File: src/rtl/alu_arbiter_if.sv
// alu_arbiter_if: request/response bus between two ALU requesters, a consumer and the arbiter
interface alu_arbiter_if #(parameter int WIDTH = 32);
  logic [1:0] ReqValid;
  logic [1:0] ReqReady;
  logic [WIDTH-1:0] SrcA0;
  logic [WIDTH-1:0] SrcB0;
  logic [1:0] ALUControl0;
  logic [WIDTH-1:0] SrcA1;
  logic [WIDTH-1:0] SrcB1;
  logic [1:0] ALUControl1;
  logic RespValid;
  logic RespReady;
  logic [WIDTH-1:0] RespResult;
  logic RespId;
  logic [7:0] GrantCount0;
  logic [7:0] GrantCount1;
  modport master (
    output ReqValid, SrcA0, SrcB0, ALUControl0, SrcA1, SrcB1, ALUControl1, RespReady,
    input ReqReady, RespValid, RespResult, RespId, GrantCount0, GrantCount1
  );
  modport slave (
    input ReqValid, SrcA0, SrcB0, ALUControl0, SrcA1, SrcB1, ALUControl1, RespReady,
    output ReqReady, RespValid, RespResult, RespId, GrantCount0, GrantCount1
  );
endinterface

File: src/rtl/alu_arbiter.sv
// alu_arbiter: round-robin arbitration of two requesters onto one shared ALU with a one-entry result register
module alu_arbiter #(
  parameter int WIDTH = 32
) (
  input logic clk,
  input logic rst_n,
  alu_arbiter_if.slave bus
);
  typedef enum logic {EMPTY, FULL} state_t;
  state_t state;
  logic last_grant;
  logic resp_id;
  logic [WIDTH-1:0] resp_result;
  logic [7:0] cnt0;
  logic [7:0] cnt1;
  logic open;
  logic [1:0] grant;
  logic [1:0] req_ready;
  logic sel;
  logic [WIDTH-1:0] op_a;
  logic [WIDTH-1:0] op_b;
  logic [1:0] op;
  logic [WIDTH-1:0] alu;
  // Contention goes to the requester that did not win last; ready is also masked during reset
  always_comb begin
    open = (state == EMPTY) | bus.RespReady;
    grant = {bus.ReqValid[1] & (!bus.ReqValid[0] | !last_grant),
             bus.ReqValid[0] & (!bus.ReqValid[1] | last_grant)};
    req_ready = grant & {2{open & rst_n}};
    sel = grant[1];
  end
  // Shared ALU fed by the granted requester's operands
  always_comb begin
    op_a = sel ? bus.SrcA1 : bus.SrcA0;
    op_b = sel ? bus.SrcB1 : bus.SrcB0;
    op = sel ? bus.ALUControl1 : bus.ALUControl0;
    alu = op == 2'b00 ? op_a + op_b :
          op == 2'b01 ? op_a - op_b :
          op == 2'b10 ? op_a & op_b : op_a | op_b;
  end
  // Result register FSM: load on request transfer, drain on result transfer, hold otherwise
  always_ff @(posedge clk or negedge rst_n) begin
    if (!rst_n) begin
      state <= EMPTY;
      resp_result <= '0;
      resp_id <= 1'b0;
      last_grant <= 1'b1;
      cnt0 <= '0;
      cnt1 <= '0;
    end else if (|req_ready) begin
      state <= FULL;
      resp_result <= alu;
      resp_id <= sel;
      last_grant <= sel;
      if (req_ready[0] && cnt0 != 8'hFF) cnt0 <= cnt0 + 8'd1;
      if (req_ready[1] && cnt1 != 8'hFF) cnt1 <= cnt1 + 8'd1;
    end else if (state == FULL && bus.RespReady) begin
      state <= EMPTY;
    end
  end
  assign bus.ReqReady = req_ready;
  assign bus.RespValid = state == FULL;
  assign bus.RespResult = resp_result;
  assign bus.RespId = resp_id;
  assign bus.GrantCount0 = cnt0;
  assign bus.GrantCount1 = cnt1;
endmodule

File: src/flat_wrapper.sv
// flat-port wrapper written by rule: the top's interface ports become plain ports
module alu_arbiter_flat 
#(
  parameter int WIDTH = 32
)
  (clk, rst_n, bus_ReqValid, bus_SrcA0, bus_SrcB0, bus_ALUControl0, bus_SrcA1, bus_SrcB1, bus_ALUControl1, bus_RespReady, bus_ReqReady, bus_RespValid, bus_RespResult, bus_RespId, bus_GrantCount0, bus_GrantCount1);
  alu_arbiter_if #(.WIDTH(WIDTH)) bus_i ();
  input logic clk;
  input logic rst_n;
  input wire logic [$bits(bus_i.ReqValid)-1:0] bus_ReqValid;
  input wire logic [$bits(bus_i.SrcA0)-1:0] bus_SrcA0;
  input wire logic [$bits(bus_i.SrcB0)-1:0] bus_SrcB0;
  input wire logic [$bits(bus_i.ALUControl0)-1:0] bus_ALUControl0;
  input wire logic [$bits(bus_i.SrcA1)-1:0] bus_SrcA1;
  input wire logic [$bits(bus_i.SrcB1)-1:0] bus_SrcB1;
  input wire logic [$bits(bus_i.ALUControl1)-1:0] bus_ALUControl1;
  input wire logic [$bits(bus_i.RespReady)-1:0] bus_RespReady;
  output wire logic [$bits(bus_i.ReqReady)-1:0] bus_ReqReady;
  output wire logic [$bits(bus_i.RespValid)-1:0] bus_RespValid;
  output wire logic [$bits(bus_i.RespResult)-1:0] bus_RespResult;
  output wire logic [$bits(bus_i.RespId)-1:0] bus_RespId;
  output wire logic [$bits(bus_i.GrantCount0)-1:0] bus_GrantCount0;
  output wire logic [$bits(bus_i.GrantCount1)-1:0] bus_GrantCount1;
  assign bus_i.ReqValid = bus_ReqValid;
  assign bus_i.SrcA0 = bus_SrcA0;
  assign bus_i.SrcB0 = bus_SrcB0;
  assign bus_i.ALUControl0 = bus_ALUControl0;
  assign bus_i.SrcA1 = bus_SrcA1;
  assign bus_i.SrcB1 = bus_SrcB1;
  assign bus_i.ALUControl1 = bus_ALUControl1;
  assign bus_i.RespReady = bus_RespReady;
  assign bus_ReqReady = bus_i.ReqReady;
  assign bus_RespValid = bus_i.RespValid;
  assign bus_RespResult = bus_i.RespResult;
  assign bus_RespId = bus_i.RespId;
  assign bus_GrantCount0 = bus_i.GrantCount0;
  assign bus_GrantCount1 = bus_i.GrantCount1;
  alu_arbiter #(.WIDTH(WIDTH)) u_core (.clk(clk), .rst_n(rst_n), .bus(bus_i));
endmodule
File: config.mk
export PLATFORM = sky130hd
export DESIGN_NAME = alu_arbiter_flat
export DESIGN_NICKNAME = d
export VERILOG_FILES = /design/src/rtl/alu_arbiter_if.sv /design/src/rtl/alu_arbiter.sv /design/src/flat_wrapper.sv
export SDC_FILE = /design/constraint.sdc
export NUM_CORES = 1
export LEC_CHECK = 0
export CORE_ASPECT_RATIO = 0.8
export CORE_MARGIN = 2
export CORE_UTILIZATION = 55
export CTS_BUF_LIST = sky130_fd_sc_hd__clkbuf_4 sky130_fd_sc_hd__clkbuf_8 sky130_fd_sc_hd__clkbuf_16
export CTS_CLUSTER_SIZE = 28
export DETAILED_ROUTE_END_ITERATION = 16
export GPL_TIMING_DRIVEN = 0
export PLACE_DENSITY = 0.88
export SYNTH_ARGS = -nofsm -noshare
export SYNTH_HDL_FRONTEND = slang
export SYNTH_SLANG_ARGS = --single-unit
File: constraint.sdc
create_clock -name clk -period 9.2 [get_ports clk]
set_input_delay 2.3 -clock clk [delete_from_list [all_inputs] [get_ports clk]]
set_output_delay 2.3 -clock clk [all_outputs]
set_load 0.1 [all_outputs]
==> flow_summary.yaml, run 1 <==
clock_tree:
  cts_made_buffers: 5
  clk_path_buf_depth: 2
  postCtsSetupBuffers: 0
  cts-root-buf: "clkbuf_16"
  cts.sinks: 51
  clk_latency_ns: 0.32
  cts_resized: 0
  path_clk_slew_ns: 0.09
  hold_buffers: 0
  ctsHtreeMaxLevel: 2
  cts_tree: "yes"
sta:
  skew_ns: 0.0116
  worst_hold_slack_ns: 0.485
  layout_setup_ws_ns: 0.984
  rsz0062_at_grt: "false"
  relSlewSlack_pct: 25.7
  hold_viol: 0
  tightest_slew_ns: 1.11
  slew_violations: 0
  clock.fmax_ghz: 0.122
  post-route-period-util_pct: 89.3
  setup_violations: 0
  setup_tns_ns: 0
  min_period_ns: 8.22
logic_synthesis:
  syn_nets: 1235
  synthTopCellsByCount: "99 x inv_1, 97 x ha_1, 92 x a21oi_1"
  synth.avg_cell_area_um2: 7.58
  synth_cells: 999
  synth-seq-area-share_pct: 16.9
  synth-edff-count: 0
  synth_top_area_share_pct: 16.5
  yosysTopAreaCell: "dfrtp_1"
  ys_top_cells_by_area: "dfrtp_1 17%, ha_1 16%, a21oi_1 6.1%, mux2_2 5.5%, inv_1 4.9%"
  synth_ff_type: "dfrtp_1"
  ys_types: 72
  yosysMostFrequentCell: "inv_1"
  synth_area_um2: 7580
  synth-seq-cells: 51
  synthArstFlopShare_pct: 100
  synth_warnings: 0
worst_setup_path:
  r2r_start: "u_core.last_grant"
  worstPathMaxFanout: 10
  crit_arrival_ns: 8.45
  cp-start-kind: "input pin"
  crit_path_end: "u_core.bus.RespResult[30]"
  startpoint: "bus_ReqValid[1]"
  r2r-end: "u_core.bus.RespResult[30]"
  reg2reg_slack_ns: 3.19
  worst_setup_path_end_kind: "register"
  worstRegToRegCells: 14
  worstSetupPathType: "in2reg"
  crit_required_ns: 9.43
grt:
  grt_max_degree: 38
  grt_first_pass_wirelength_um: 44200
  grt_use_met1_pct: 53.8
  globalRouteTotalUtil_pct: 39.0
  antenna_found_initial: 0
  gr-usage-met3_pct: 7.39
  grt_pass1_vias: 8117
  gr-total-overflow: 0
  grtUsageMet2_pct: 61.6
  grt-busiest-layer: "met2"
layout:
  final_area_um2: 9850
  nets: 1431
  drive_gt1_share_pct: 5.69
  antenna_cells: 0
  area_delta_synth_final_pct: 30.0
floorplanning:
  rows: 38
  die_w_um: 135
  core_um2: 13500
  io_pins: 189
  dieArea_um2: 14700
  die_h_um: 109
  start_util_pct: 56.1
drt:
  vias_per_cell: 6.31
  via_count: 8688
  drc: 0
  routed_wl_um: 28800
  drt_pass1_iterations: 5
  drtIter0Drc: 1019
  ant_nets: 0
  wl_per_cell_um: 20.9
place:
  postPlaceCellArea_um2: 9700
  gp_congestion: 1.06
  pre_cts_ws_ns: 0.889
  io_buffers: 188
  hpwl_um: 22700
status:
  status: "completed"
min_path:
  hold_class: "reg2reg"
pwr:
  p_leak_uw: 0.00432
  ir_worst_vdd_uv: 316
  power_density_nw_per_um2: 216
run:
  cap_violations: 0
power breakdown:
| part | switching (uW) | internal (uW) | total [uW] |
|---|---|---|---|
| sequential | 63.2 | 293 | 357 |
| combinational | 1090 | 474 | 1560 |
| clock | 109 | 104 | 213 |
cell usage in the layout, fill, tap and decap left out, types with 10 or more instances in the layout:
master | netlist | routed
a21o_1 | 18 | 18
o21ai_0 | 70 | 70
a21oi_1 | 92 | 92
dfrtp_1 | 50 | 50
o211ai_1 | 20 | 20
a31oi_1 | 14 | 14
mux2_2 | 37 | 37
nand2_1 | 86 | 86
a211oi_1 | 14 | 14
nand4_1 | 13 | 13
clkdlybuf4s50_1 | 0 | 187
inv_1 | 99 | 99
mux2i_1 | 37 | 37
nor2_1 | 77 | 77
clkbuf_1 | 38 | 38
xnor2_1 | 32 | 32
nor3_1 | 15 | 15
o21bai_1 | 10 | 10
ha_1 | 97 | 97
how the worst min path moves through the flow:
stage                              start                   endpoint  slack, ns  depth (start not counted)
2_1_floorplan          u_core.last_grant          u_core.last_grant       0.50                          1
3_3_place_gp           u_core.bus.RespId          u_core.bus.RespId       0.46                          1
3_5_place_dp   u_core.bus.RespResult[11]  u_core.bus.RespResult[11]       0.47                          2
4_1_cts         u_core.bus.RespResult[7]   u_core.bus.RespResult[7]       0.49                          2
5_1_grt         u_core.bus.RespResult[4]   u_core.bus.RespResult[4]       0.52                          2
6_report        u_core.bus.RespResult[7]   u_core.bus.RespResult[7]       0.48                          2
worst max-delay path: stages:
cell	delay, ns
clkdlybuf4s50_1	0.52
inv_1	0.07
a21oi_1	0.48
clkbuf_1	0.39
buf_1	0.84
mux2i_1	0.45
fa_1	0.56
nor2b_1	0.17
o311ai_0	0.62
a2111oi_0	0.37
o31ai_1	0.43
a21oi_1	0.13
o21ai_0	0.50
o21ai_0	0.21
mux2i_1	0.16
o31ai_1	0.24
final cells by class:
type	count	area [um2]
Buffer	55	223
Clock buffer	5	125
Clock inverter	3	26.3
Fill cell	1104	3650
Inverter	100	375
Multi-Input combinational cell	793	5700
Sequential cell	51	1280
Tap cell	180	225
Timing Repair Buffer	189	1900
metal layers:
metal	share of wire [%]	wire length (um)
met5	0	0
met4	4.0	1150
met3	12	3370
met2	43	12400
met1	41	11800
stage by stage:
step	utilization (%)	cells	total power [uW]
after floorplan	-	999	1460
after global placement	71.7	1367	1870
after detailed placement	71.8	1368	1890
after CTS	72.9	1376	2100
after global routing	72.9	1376	2230
final	72.9	1376	2130
sequential cells by signal, summed over array words and instances (netlist names):
name	count
u_core.last_grant	1
u_core.bus.RespValid	1
u_core.bus.RespResult	32
u_core.bus.GrantCount1	8
u_core.bus.RespId	1
u_core.bus.GrantCount0	8
kinds of logic (layout without fill, tap and decap cells):
kind of cell               after synthesis  count (layout)  synth area share [%]
adders and majority gates               99              99                  16.5
AOI/OAI and AO/OA                      329             329                  28.6
muxes                                   74              74                  10.4
and+or+nand+nor                        251             251                  15.1
xor gates and xnor gates                40              40                  4.62
DFF                                     51              51                  16.9
buffers and inverters                  155             352                  7.89
Note: power is estimated with default switching activity, not from simulation.
==> run 2: changes to the inputs <==
--- a/config.mk
+++ b/config.mk
@@ -13,6 +13,7 @@
 export DETAILED_ROUTE_END_ITERATION = 16
 export GPL_TIMING_DRIVEN = 0
 export PLACE_DENSITY = 0.88
+export RECOVER_POWER = 25
 export SYNTH_ARGS = -nofsm -noshare
 export SYNTH_HDL_FRONTEND = slang
 export SYNTH_SLANG_ARGS = --single-unit
==> flow_summary.yaml, run 2 (synthesized netlist as in run 1, its figures left out) <==
status:
  status: "completed"
grt:
  globalRouteTotalUtil_pct: 39.0
  grt_first_pass_wirelength_um: 44200
  grt_max_degree: 38
  grt_pass1_vias: 8117
  antenna_found_initial: 0
  gr-total-overflow: 0
sta:
  skew_ns: 0.0123
  relSlewSlack_pct: 2.42
  tightest_slew_ns: 1.46
  setup_tns_ns: 0
  min_period_ns: 8.21
  post-route-period-util_pct: 89.2
  rsz0062_at_grt: "false"
  slew_violations: 0
  clock.fmax_ghz: 0.122
  setup_violations: 0
  hold_viol: 0
pwr:
  power_density_nw_per_um2: 216
  ir_worst_vdd_uv: 316
  clock_power_share_pct: 10.0
  power_frac_comb_pct: 73.3
  p_seq_share_pct: 16.7
  intPower_uw: 871
  p_sw_uw: 1260
  switching_share_pct: 59.1
  p_leak_uw: 0.00432
floorplanning:
  die_h_um: 109
  rows: 38
  die_w_um: 135
  core_um2: 13500
  dieArea_um2: 14700
  io_pins: 189
  start_util_pct: 56.1
worst_setup_path:
  worstPathMaxFanout: 10
  reg2reg_slack_ns: 3.20
  crit_arrival_ns: 8.43
  worstSetupPathType: "in2reg"
  worst_setup_path_end_kind: "register"
  cp-start-kind: "input pin"
  r2r-end: "u_core.bus.RespResult[30]"
  r2r_start: "u_core.last_grant"
  crit_required_ns: 9.43
  worstRegToRegCells: 14
layout:
  final_cell_mix: "187 x clkdlybuf4s50_1, 99 x inv_1, 97 x ha_1"
  drive_gt1_share_pct: 5.60
  multi_input_area_um2: 5700
  nets: 1431
  largest_reg_flops: 32
  final_common_cell: "clkdlybuf4s50_1"
  ff_latch_area_um2: 1280
  antenna_cells: 0
  final_area_um2: 9850
  fillers: 1104
  area_delta_synth_final_pct: 30.0
min_path:
  hold_class: "reg2reg"
  min_to: "u_core.bus.RespResult[7]"
  min_from: "u_core.bus.RespResult[7]"
  worstHoldPathCells: 2
drt:
  via_count: 8665
  drc: 0
  ant_nets: 0
  routed_wl_um: 28700
  drtIter0Drc: 1019
  vias_per_cell: 6.30
  wl_per_cell_um: 20.9
  drt_pass1_iterations: 6
place:
  hpwl_um: 22700
  postPlaceCellArea_um2: 9700
  gp_congestion: 1.06
  io_buffers: 188
clock_tree:
  clk_latency_ns: 0.32
  clk_path_buf_depth: 2
  hold_buffers: 0
  path_clk_slew_ns: 0.09
  cts.sinks: 51
  cts_tree: "yes"
  cts_resized: 0
  postCtsSetupBuffers: 0
  cts_made_buffers: 5
  ctsHtreeMaxLevel: 2
  cts-root-buf: "clkbuf_16"
run:
  cap_violations: 0
run 2: worst max path at each step:
| stage | end | slack [ns] | cells past startpoint | from |
|---|---|---|---|---|
| 5_1_grt | u_core.bus.RespResult[30] | 0.66 | 16 | bus_ReqValid[1] |
| 4_1_cts | u_core.bus.RespResult[30] | 1.20 | 16 | bus_ReqValid[1] |
| 2_1_floorplan | u_core.bus.RespResult[31] | 2.88 | 15 | bus_ReqValid[1] |
| 6_report | u_core.bus.RespResult[30] | 0.99 | 16 | bus_ReqValid[1] |
| 3_3_place_gp | bus_ReqReady[0] | 0.21 | 4 | rst_n |
| 3_5_place_dp | u_core.bus.RespResult[30] | 0.89 | 16 | bus_ReqValid[1] |
run 2: cell type report:
cell class                      instances  area share (%)
Buffer                                 55            2.26
Sequential cell                        51            13.0
Multi-Input combinational cell        793            57.9
Inverter                              100            3.81
Timing Repair Buffer                  189            19.2
Tap cell                              180            2.29
Clock inverter                          3           0.267
Clock buffer                            5            1.27
run 2: critical path, cell delays in order:
cell and delay (ns):
clkdlybuf4s50_1 0.52, inv_1 0.07, a21oi_1 0.48, clkbuf_1 0.39, buf_1 0.84, mux2i_1 0.45
fa_1 0.55, nor2b_1 0.17, o311ai_0 0.62, a2111oi_0 0.37, o31ai_1 0.42, a21oi_1 0.13
o21ai_0 0.50, o21ai_0 0.21, mux2i_1 0.16, o31ai_1 0.24
run 2: through the flow:
| stage | power [uW] | hold WS, ns | util [%] | std cells | setup WS, ns |
|---|---|---|---|---|---|
| global placement | 1870 | 0.460 | 71.7 | 1367 | 0.215 |
| floorplan | 1460 | 0.501 | - | 999 | 2.88 |
| finish | 2130 | 0.485 | 72.9 | 1376 | 0.994 |
| global route | 2230 | 0.519 | 72.9 | 1376 | 0.658 |
| CTS | 2100 | 0.491 | 72.9 | 1376 | 1.20 |
| detailed placement | 1890 | 0.472 | 71.8 | 1368 | 0.889 |
run 2: power groups by stage:
stage / combinational, uW / sequential [uW] / clock, uW
3_5_place_dp: 1530 / 360 / 0
4_1_cts: 1540 / 355 / 210
3_3_place_gp: 1510 / 355 / 0
5_1_grt: 1650 / 365 / 217
6_report: 1560 / 356 / 213
2_1_floorplan: 617 / 841 / 0
run 2: per-layer routing:
layer  global-route usage, %  wire [um]  up-vias
li1                        -          -     3975
met1                    53.8      11800     4038
met2                    61.6      12400      553
met3                    7.39       3380       99
met4                    13.2       1120        0
met5                       0          0        -
==> patch: new RTL, settings of run 2 <==
Reset style: synchronous (`rst_n`), changed in one clocked block.
--- a/src/rtl/alu_arbiter.sv
+++ b/src/rtl/alu_arbiter.sv
@@ -41,3 +41,3 @@
   // Result register FSM: load on request transfer, drain on result transfer, hold otherwise
-  always_ff @(posedge clk or negedge rst_n) begin
+  always_ff @(posedge clk) begin
     if (!rst_n) begin
Formal check against the unedited RTL: differs if rst_n is asserted again (counterexample within 4 cycles, from zero or initial values and one cycle with rst_n low); with rst_n held inactive, the same outputs for 10 cycles.
==> patch against run 2 <==
- sequential cell count unchanged
- cell count fell by 0.15%
- count of clock-buffer cells in the layout unchanged
- cell area down 2.5%
- largest power group unchanged
- setup slack improved by 0.13 ns
- worst hold slack got worse by 0.034 ns
- wire length shrank 1.5%
- power down 36%
- synthesized area is 2.9% lower
==> patch: results (changes against run 2) <==
Status: finished, final reports clean
Commonest cells in the netlist: 97 x ha_1, 87 x inv_1, 82 x a21oi_1
Worst-Margin Slew: 1.059 ns (-0.4044 ns)
Worst ir drop on vdd: 130.8 µV (-59%)
Fraction of layout cells with a size suffix above 1: 0.05755 (+0.001528)
Critical path's slowest cell: clkbuf_1
Syn nets: 1240 (+0.40%)
DP HPWL: 22230 µm (-2.1%)
Routing usage on met1: 0.5007 (-0.03737)
Synth cell types: 73 (+1.4%)
Fin crit share: 0.8783 (-0.01375)
Worst path arrival time: 8.33 ns (-0.10 ns)
Leak pwr: 4.057 nW (-6.0%)
Post-synthesis xor/xnor area fraction: 0.05121 (+0.004965)
Diode count: 0 (unchanged)
CTS Root Cell: clkbuf_16
Total GRT Usage: 0.3851 (-0.005016)
WL final: 28280 µm (-1.5%)
Adder-Cell Fraction of Synth Area: 0.1705 (+0.004983)
First drt pass iteration count: 6 (unchanged)
Ys flop type: dfxtp_1
Commonest non-fill, non-tap cell in the layout: clkdlybuf4s50_1
Sequential area share after synthesis: 0.1388 (-0.02980)
Nets: 1434 (+0.21%)
Hold crit path type: flip-flop to flip-flop
Number of I/O port buffers: 187 (-0.53%)
Largest net degree at the start of global routing: 19 (-50%)
Met2 usage: 0.6035 (-0.01220)
Total CTS buffers: 5 (unchanged)
First-pass GRT wire length: 43420 µm (-1.7%)
Area contributors post-synth: ha_1 17%, dfxtp_1 14%, a21oi_1 5.6%
Vias in the first global route: 8133 (+0.20%)
Setup WS pre-CTS: 1.054 ns (+0.1653 ns)
Via/cell ratio: 6.222 (-1.2%)
Compound-gate portion of the synthesized area: 0.2729 (-0.01283)
Clock Skew: 0.008822 ns (-0.003484 ns)
Met3 GRT Util: 0.09369 (+0.01977)
Synth async-reset ratio: 0 (-1.000)
Initial drt markers: 1004 (-1.5%)
Post-synthesis mux area share: 0.1012 (-0.002656)
Gp weighted congestion: 1.013 (-4.8%)
Synth Warn #: 0 (unchanged)
patch: cell types whose count changed in the layout (fill, tap and decap cells not counted), sizes merged, moves of 10 or more:
cell / before / now
dfxtp: 0 / 51
dfrtp: 50 / 0
nand3: 8 / 32
dlygate4sd3: 0 / 19
clkdlybuf4s50: 187 / 168
a21oi: 93 / 83
a21o: 18 / 6
and2: 6 / 16
patch: final timing paths:
kind | startpoint | endpoint | slack, ns | cells after the start
max | bus_ReqValid[1] | u_core.bus.RespResult[31]$_SDFFE_PN0P_ | 1.12 | 17
max reg2reg | u_core.last_grant$_SDFFE_PN1P_ | u_core.bus.RespResult[31]$_SDFFE_PN0P_ | 3.36 | 15
min | u_core.bus.RespResult[11]$_SDFFE_PN0P_ | u_core.bus.RespResult[11]$_SDFFE_PN0P_ | 0.45 | 2
min reg2reg | u_core.bus.RespResult[11]$_SDFFE_PN0P_ | u_core.bus.RespResult[11]$_SDFFE_PN0P_ | 0.45 | 2
patch: cell families (layout without fill, tap and decap cells):
group,count (synthesis),count (layout)
compound gates,304,304
simple gates,285,285
buf+inv,152,347
fa+ha+maj,99,99
mux,70,70
flops,51,51
xor+xnor,43,43
patch: stage by stage:
stage                       util  area [µm²]  hold slack [ns]  std cells  total power (W)
final                     0.7405        9599           0.4511       1374         0.001352
after global placement    0.7287        9445           0.4380       1366         0.001111
after global routing      0.7405        9599           0.4816       1374         0.001413
after CTS                 0.7405        9599           0.4552       1374         0.001329
after detailed placement  0.7287        9445           0.4421       1366         0.001122
after floorplan                -        7355           0.4643       1004        0.0008640
patch: worst reg2reg max path: stages (launching register included):
cell	delay, ns
dfxtp_1	0.33
a21oi_1	0.49
clkbuf_1	0.51
clkbuf_1	0.84
mux2i_1	0.67
ha_1	0.36
nand2b_1	0.16
a21oi_1	0.25
o211a_1	0.32
o21bai_1	0.14
a2111oi_4	0.39
a2111oi_1	0.14
o41a_1	0.36
o221a_1	0.27
or4_1	0.43
a31oi_1	0.13
patch: final cells by class:
type	instances	area, µm²
well taps	175	219.0
plain buffers	58	239.0
repair buffers	187	1872
flip-flops and latches	51	1021
clock buffers	5	125.1
inverters	94	352.8
clock inverters	3	28.78
multi-input cells	801	5742
fillers	1024	3363
patch: where the power goes:
group          switching [W]  internal [W]
registers          0.0000132      0.000242
logic               0.000586      0.000302
clock network       0.000105      0.000104
total               0.000704      0.000648
patch: metal layers:
layer / vias up / wire, µm
li1: 3940 / -
met1: 3919 / 11490
met2: 593 / 12090
met3: 97 / 3468
met4: 0 / 1232
met5: - / 0
